## config.mk

```make
export PLATFORM = sky130hd
export DESIGN_NAME = cube_frame_capture_flat
export DESIGN_NICKNAME = d
export VERILOG_FILES = /design/src/rtl/cube_pkg.sv /design/src/rtl/cube_frame_capture_if.sv /design/src/rtl/cube_frame_capture_pin_sampler.sv /design/src/rtl/cube_frame_capture.sv /design/src/flat_wrapper.sv
export SDC_FILE = /design/constraint.sdc
export NUM_CORES = 2
export LEC_CHECK = 0
export CAP_MARGIN = 20
export CORE_MARGIN = 3
export CORE_UTILIZATION = 30
export DETAILED_ROUTE_END_ITERATION = 12
export GPL_TIMING_DRIVEN = 0
export SETUP_SLACK_MARGIN = 0.4
export SLEW_MARGIN = 15
export SYNTH_ARGS = -nofsm -noshare
export SYNTH_HDL_FRONTEND = slang
export SYNTH_SLANG_ARGS = --single-unit
```

## constraint.sdc

```tcl
create_clock -name Clk -period 51.6 [get_ports Clk]
set_input_delay 7.74 -clock Clk [delete_from_list [all_inputs] [get_ports Clk]]
set_output_delay 7.74 -clock Clk [all_outputs]
set_load 0.1 [all_outputs]
```

## src/rtl/cube_pkg.sv

```systemverilog
// Shared definitions for the cube drive interface: pin field layout,
// cell indexing and the capture state encoding.
package cube_pkg;

    localparam int CUBE_DIM   = 8;
    localparam int CELL_BITS  = 512;
    localparam int PIN_W      = 15;

    localparam int DATA_LSB   = 0;
    localparam int ROW_LSB    = 8;
    localparam int LAYER_LSB  = 11;
    localparam int STROBE_BIT = 14;

    typedef enum logic [0:0] {
        HUNT    = 1'b0,
        CAPTURE = 1'b1
    } cap_state_e;

    // Bit index of a cell inside the flattened 512-bit frame.
    function automatic logic [8:0] idx(input logic [2:0] layer,
                                       input logic [2:0] row,
                                       input logic [2:0] col);
        return {layer, row, col};
    endfunction

endpackage

```

## src/rtl/cube_frame_capture_if.sv

```systemverilog
// Pin-side inputs and published-frame outputs of the cube frame capture block.
interface cube_frame_capture_if #(
    parameter int FRAME_CNT_W = 16
);
    import cube_pkg::*;

    logic [PIN_W-1:0]       Pins;
    logic                   Clr_err;
    logic [CELL_BITS-1:0]   Cells;
    logic                   Frame_valid;
    logic [FRAME_CNT_W-1:0] Frame_count;
    logic                   Seq_err;
    logic                   Capturing;

    modport master (
        output Pins, Clr_err,
        input  Cells, Frame_valid, Frame_count, Seq_err, Capturing
    );

    modport slave (
        input  Pins, Clr_err,
        output Cells, Frame_valid, Frame_count, Seq_err, Capturing
    );

endinterface

```

## src/rtl/cube_frame_capture_pin_sampler.sv

```systemverilog
// Registers the cube pin bus once and emits a one-cycle row event on each
// rising edge of the load strobe, aligned with the registered fields.
module cube_frame_capture_pin_sampler
    import cube_pkg::*;
(
    input  logic             Clk,
    input  logic             Reset,
    input  logic [PIN_W-1:0] pins,
    output logic [PIN_W-2:0] fields_q,
    output logic             row_event
);

    logic [PIN_W-1:0] pins_r;
    logic             row_event_r;

    // Sample pins; pins_r[STROBE_BIT] doubles as the strobe history bit.
    always_ff @(posedge Clk or posedge Reset) begin
        if (Reset) begin
            pins_r      <= {PIN_W{1'b0}};
            row_event_r <= 1'b0;
        end else begin
            pins_r      <= pins;
            row_event_r <= pins[STROBE_BIT] & ~pins_r[STROBE_BIT];
        end
    end

    assign fields_q  = pins_r[PIN_W-2:0];
    assign row_event = row_event_r;

endmodule

```

## src/rtl/cube_frame_capture.sv

```systemverilog
// Rebuilds 512-bit cube frames from the row-scanned pin bus and publishes
// each complete, in-order frame; out-of-order scans raise a sticky error.
module cube_frame_capture
    import cube_pkg::*;
#(
    parameter int FRAME_CNT_W = 16
) (
    input logic                 Clk,
    input logic                 Reset,
    cube_frame_capture_if.slave bus
);

    logic [PIN_W-2:0]       fields_s;
    logic                   row_event_s;
    logic [5:0]             addr_s;
    logic [CUBE_DIM-1:0]    data_s;
    logic [CELL_BITS-1:0]   shadow_next_s;

    logic [CELL_BITS-1:0]   shadow_r;
    logic [CELL_BITS-1:0]   cells_r;
    cap_state_e             state_r;
    logic [5:0]             exp_r;
    logic                   frame_valid_r;
    logic [FRAME_CNT_W-1:0] frame_count_r;
    logic                   seq_err_r;

    cube_frame_capture_pin_sampler u_sampler (
        .Clk       (Clk),
        .Reset     (Reset),
        .pins      (bus.Pins),
        .fields_q  (fields_s),
        .row_event (row_event_s)
    );

    assign addr_s = {fields_s[LAYER_LSB +: 3], fields_s[ROW_LSB +: 3]};
    assign data_s = fields_s[DATA_LSB +: CUBE_DIM];

    // Shadow buffer with the current row's byte merged in.
    always_comb begin
        shadow_next_s = shadow_r;
        shadow_next_s[idx(addr_s[5:3], addr_s[2:0], 3'd0) +: CUBE_DIM] = data_s;
    end

    // Capture FSM: row sequencing, frame publish, frame count and error flag.
    always_ff @(posedge Clk or posedge Reset) begin
        if (Reset) begin
            shadow_r      <= {CELL_BITS{1'b0}};
            cells_r       <= {CELL_BITS{1'b0}};
            state_r       <= HUNT;
            exp_r         <= 6'd0;
            frame_valid_r <= 1'b0;
            frame_count_r <= {FRAME_CNT_W{1'b0}};
            seq_err_r     <= 1'b0;
        end else begin
            frame_valid_r <= 1'b0;
            // A set later in this block overrides the clear.
            if (bus.Clr_err) begin
                seq_err_r <= 1'b0;
            end
            if (row_event_s) begin
                case (state_r)
                    HUNT: begin
                        if (addr_s == 6'd0) begin
                            shadow_r <= shadow_next_s;
                            exp_r    <= 6'd1;
                            state_r  <= CAPTURE;
                        end
                    end
                    CAPTURE: begin
                        if (addr_s == exp_r) begin
                            shadow_r <= shadow_next_s;
                            exp_r    <= exp_r + 6'd1;
                            if (addr_s == 6'd63) begin
                                cells_r       <= shadow_next_s;
                                frame_valid_r <= 1'b1;
                                frame_count_r <= frame_count_r + {{(FRAME_CNT_W-1){1'b0}}, 1'b1};
                            end
                        end else begin
                            seq_err_r <= 1'b1;
                            if (addr_s == 6'd0) begin
                                shadow_r <= shadow_next_s;
                                exp_r    <= 6'd1;
                            end else begin
                                state_r <= HUNT;
                                exp_r   <= 6'd0;
                            end
                        end
                    end
                    default: begin
                        state_r <= HUNT;
                        exp_r   <= 6'd0;
                    end
                endcase
            end
        end
    end

    assign bus.Cells       = cells_r;
    assign bus.Frame_valid = frame_valid_r;
    assign bus.Frame_count = frame_count_r;
    assign bus.Seq_err     = seq_err_r;
    assign bus.Capturing   = (state_r == CAPTURE);

endmodule
```

## src/flat_wrapper.sv

```systemverilog
// flat-port wrapper written by rule: the top's interface ports become plain ports
module cube_frame_capture_flat import cube_pkg::*;
#(
    parameter int FRAME_CNT_W = 16
)
  (Clk, Reset, bus_Pins, bus_Clr_err, bus_Cells, bus_Frame_valid, bus_Frame_count, bus_Seq_err, bus_Capturing);
  cube_frame_capture_if #(.FRAME_CNT_W(FRAME_CNT_W)) bus_i ();
  input logic Clk;
  input logic Reset;
  input wire logic [$bits(bus_i.Pins)-1:0] bus_Pins;
  input wire logic [$bits(bus_i.Clr_err)-1:0] bus_Clr_err;
  output wire logic [$bits(bus_i.Cells)-1:0] bus_Cells;
  output wire logic [$bits(bus_i.Frame_valid)-1:0] bus_Frame_valid;
  output wire logic [$bits(bus_i.Frame_count)-1:0] bus_Frame_count;
  output wire logic [$bits(bus_i.Seq_err)-1:0] bus_Seq_err;
  output wire logic [$bits(bus_i.Capturing)-1:0] bus_Capturing;
  assign bus_i.Pins = bus_Pins;
  assign bus_i.Clr_err = bus_Clr_err;
  assign bus_Cells = bus_i.Cells;
  assign bus_Frame_valid = bus_i.Frame_valid;
  assign bus_Frame_count = bus_i.Frame_count;
  assign bus_Seq_err = bus_i.Seq_err;
  assign bus_Capturing = bus_i.Capturing;
  cube_frame_capture #(.FRAME_CNT_W(FRAME_CNT_W)) u_core (.Clk(Clk), .Reset(Reset), .bus(bus_i));
endmodule
```

==> flow_metrics.py <==
metrics = {
    "logic_synthesis": {
        "synth_compound_area_share_pct": 3.775,
        "synth_edf_count": 0,
        "avgSynthCellArea_um2": 11.61,
        "syn_nets": 3677,
        "synth_area_um2": 42430,
        "synth-simple-area-share_pct": 13.48,
        "ys_ff_latch": 1065,
        "synth_top_family_by_area": "multiplexers",
        "async_flop_share_pct": 100.0,
        "synthMuxAreaShare_pct": 16.81,
        "ys_types": 57,
        "yosysWarnings": 0,
        "synth-adder-area-share_pct": 0.1180,
        "ys_seq_area_share_pct": 62.81,
        "synthCells": 3655,
        "ys.flop_type": "dfrtp_1",
        "yosys.area_share.xor_xnor_pct": 0.6193,
    },
    "global_route": {
        "antenna_found_initial": 17,
        "grt_max_degree": 109,
        "track_usage_pct": 20.21,
        "grt_pass1_wl_um": 216400,
        "grt_overflow": 0,
        "grt_pass1_vias": 30800,
    },
    "floorplanning": {
        "rows": 137,
        "fp.dieH_um": 382.1,
        "dieArea_um2": 146000,
        "die_x_um": 382.1,
        "start_util_pct": 30.30,
        "ios": 549,
        "core_um2": 140000,
    },
    "clock_network": {
        "clk_pin_slew_worst_paths_ns": 0.06,
        "post_cts_resized": 0,
        "cts_buffers": 115,
        "h-tree-depth": 3,
        "clock_path_buffers": 3,
        "cts_setup_buffers": 0,
        "worstSkewPairLatency_ns": 0.76,
        "cts.sinks": 1065,
        "tritoncts": "built",
        "hold_buffers": 0,
        "clockRootBuffer": "clkbuf_16",
    },
    "setup_path": {
        "worst-setup-path-type": "register to primary output",
        "critPathMaxFanout": 4,
        "slowest_delay_ns": 1.20,
        "crit_path_start_kind": "register",
        "worstPathCellList": "clkdlybuf4s50_1",
        "timing.reg2reg.setup_slack_ns": 46.89,
        "cp-end-kind": "primary output",
        "timing.rr.start": "u_core.u_sampler.pins_r[9]$_DFF_PP0_",
        "slowest_stage": "clkdlybuf4s50_1",
        "cp.arrival_ns": 2.50,
        "crit_family": "buffers and inverters",
        "r2r-end": "u_core.shadow_r[241]$_DFFE_PP0P_",
        "required_ns": 43.86,
        "worst-r2r-cell-count": 9,
        "critPathBufInv": 1,
    },
    "place": {
        "gp_congestion": 0.8198,
        "dp_hpwl_um": 107100,
        "placed_area_um2": 50810,
        "port_buffers": 548,
    },
    "route": {
        "wl_met3_um": 9685,
        "viasPerCell": 4.736,
        "wl_per_cell_um": 23.57,
        "m1WireLength_um": 64370,
        "drc": 0,
        "first_iter_violations": 1986,
        "highest_layer": "met5",
        "drtPass1Iterations": 5,
        "ant_nets": 0,
        "wl_met2_um": 70830,
        "vias": 30000,
        "wl_um": 149300,
    },
    "power": {
        "power_uw": 1734,
        "vdd_drop_max_uv": 23.98,
        "power_density_nw_per_um2": 31.68,
        "p_leak_uw": 0.02681,
    },
    "layout": {
        "synthToLayoutAreaGrowth_pct": 29.00,
        "drive_gt1_share_pct": 18.45,
        "layout_commonest_cell": "nand2_1",
        "nNetsFinal": 4370,
        "fill_cells": 13710,
        "final_area_um2": 54730,
        "layout_common_cells": "nand2_1 (1168), dfrtp_1 (1065), clkdlybuf4s50_1 (547)",
    },
    "min_path": {
        "min_path_cells": 1,
        "hold_end": "u_core.u_sampler.row_event$_DFF_PP0_",
        "holdCritStartpoint": "u_core.u_sampler.pins_r[14]$_DFF_PP0_",
        "min_path_type": "register to register",
    },
    "timing": {
        "worst_slew_pin_slew_ns": 1.201,
        "skew_ns": 0.04324,
        "period_needed_ns": 10.24,
        "slew_viol_final": 0,
        "hold-worst-slack_ns": 0.4048,
        "period_share_pct": 19.84,
        "max_freq_ghz": 0.09768,
        "finalHoldViolCount": 0,
        "relSlewSlack_pct": 19.68,
        "rsz0062_at_grt": "false",
        "fin_setup_tns_ns": 0,
        "setup_viol": 0,
    },
    "run": {
        "drv_cap": 0,
    },
    "status": {
        "status": "complete, no violations",
    },
}
[state kept, by name, indices dropped and copies added, names as in the netlist]
register	flops
u_core.bus.Cells	512
u_core.shadow_r	512
u_core.bus.Frame_count	16
u_core.u_sampler.pins_r	15
u_core.exp_r	6
u_core.bus.Capturing	1
u_core.bus.Frame_valid	1
u_core.bus.Seq_err	1
u_core.u_sampler.row_event	1
[how the worst max path moves through the flow]
stage,from,end,depth (start not counted)
3_5_place_dp,Reset,u_core.bus.Cells[122]$_DFFE_PP0P_,6
6_report,u_core.bus.Frame_count[0]$_DFFE_PP0P_,bus_Frame_count[0],1
3_3_place_gp,Reset,u_core.bus.Cells[178]$_DFFE_PP0P_,2
2_1_floorplan,Reset,u_core.bus.Capturing$_DFFE_PP0P_,1
4_1_cts,u_core.bus.Frame_count[0]$_DFFE_PP0P_,bus_Frame_count[0],1
5_1_grt,u_core.bus.Frame_count[0]$_DFFE_PP0P_,bus_Frame_count[0],1
[cell usage after synthesis (all sizes together), types with 3 or more instances]
library cell  instances  area [um^2]
nand2              1168         4384
dfrtp              1065        26650
mux2                509         5732
clkbuf              214        803.3
o21ai               162        825.8
mux2i               140         1401
nand3                83        415.4
o211ai               62        495.5
nor2                 38        165.1
buf                  36        177.7
nor3                 31        230.2
nand4                17        106.4
xnor2                15        131.4
xor2                 15        131.4
or2                  12        75.07
and3                 11        68.82
a21oi                 9        45.04
inv                   8        30.03
nor2b                 8        50.05
nor4                  6        73.82
a2111oi               5        52.55
nand2b                5        31.28
and2                  4        25.02
ha                    4        50.05
or3                   4        25.02
o21a                  3        22.52
or3b                  3        26.28
[where the power goes]
| group | internal [uW] | leakage, uW | switching, uW |
|---|---|---|---|
| sequential | 836 | 0.0149 | 0.802 |
| combinational | 9.16 | 0.0101 | 44.8 |
| clock | 486 | 0.00191 | 357 |
| total | 1330 | 0.0268 | 403 |
[logic make-up after synthesis]
family	count (synthesis)
multiplexers	649
XOR/XNOR	30
AND/OR/NAND/NOR	1395
buffers and inverters	258
AO/OA/AOI/OAI	254
flip-flops	1065
adder cells (fa/ha/maj)	4
[routing by layer]
| layer | GRT usage [%] | vias up |
|---|---|---|
| li1 | - | 13590 |
| met1 | 26.08 | 15510 |
| met2 | 33.09 | 717 |
| met3 | 5.277 | 189 |
| met4 | 6.514 | 4 |
| met5 | 0 | - |
[layout make-up]
cell class / instances / area, um^2 / share of cell area (%)
antenna: 9 / 22.52 / 0.04115
buffer: 250 / 991.0 / 1.810
clock buffer: 168 / 3337 / 6.097
clock inverter: 51 / 541.8 / 0.9898
inverter: 8 / 37.54 / 0.06858
multi-input combinational: 2332 / 14800 / 27.04
sequential: 1065 / 26650 / 48.69
tap: 1876 / 2347 / 4.288
timing repair buffer: 576 / 6008 / 10.98
[metrics by stage]
stage / setup WS, ns / instances / util, %
floorplan: 13.88 / 3655 / -
global placement: 0.8767 / 6079 / 35.89
detailed placement: 41.11 / 6105 / 36.28
CTS: 41.28 / 6324 / 39.05
global route: 41.32 / 6326 / 39.07
finish: 41.36 / 6335 / 39.08
No activity file was read; power rests on OpenSTA's default activity.
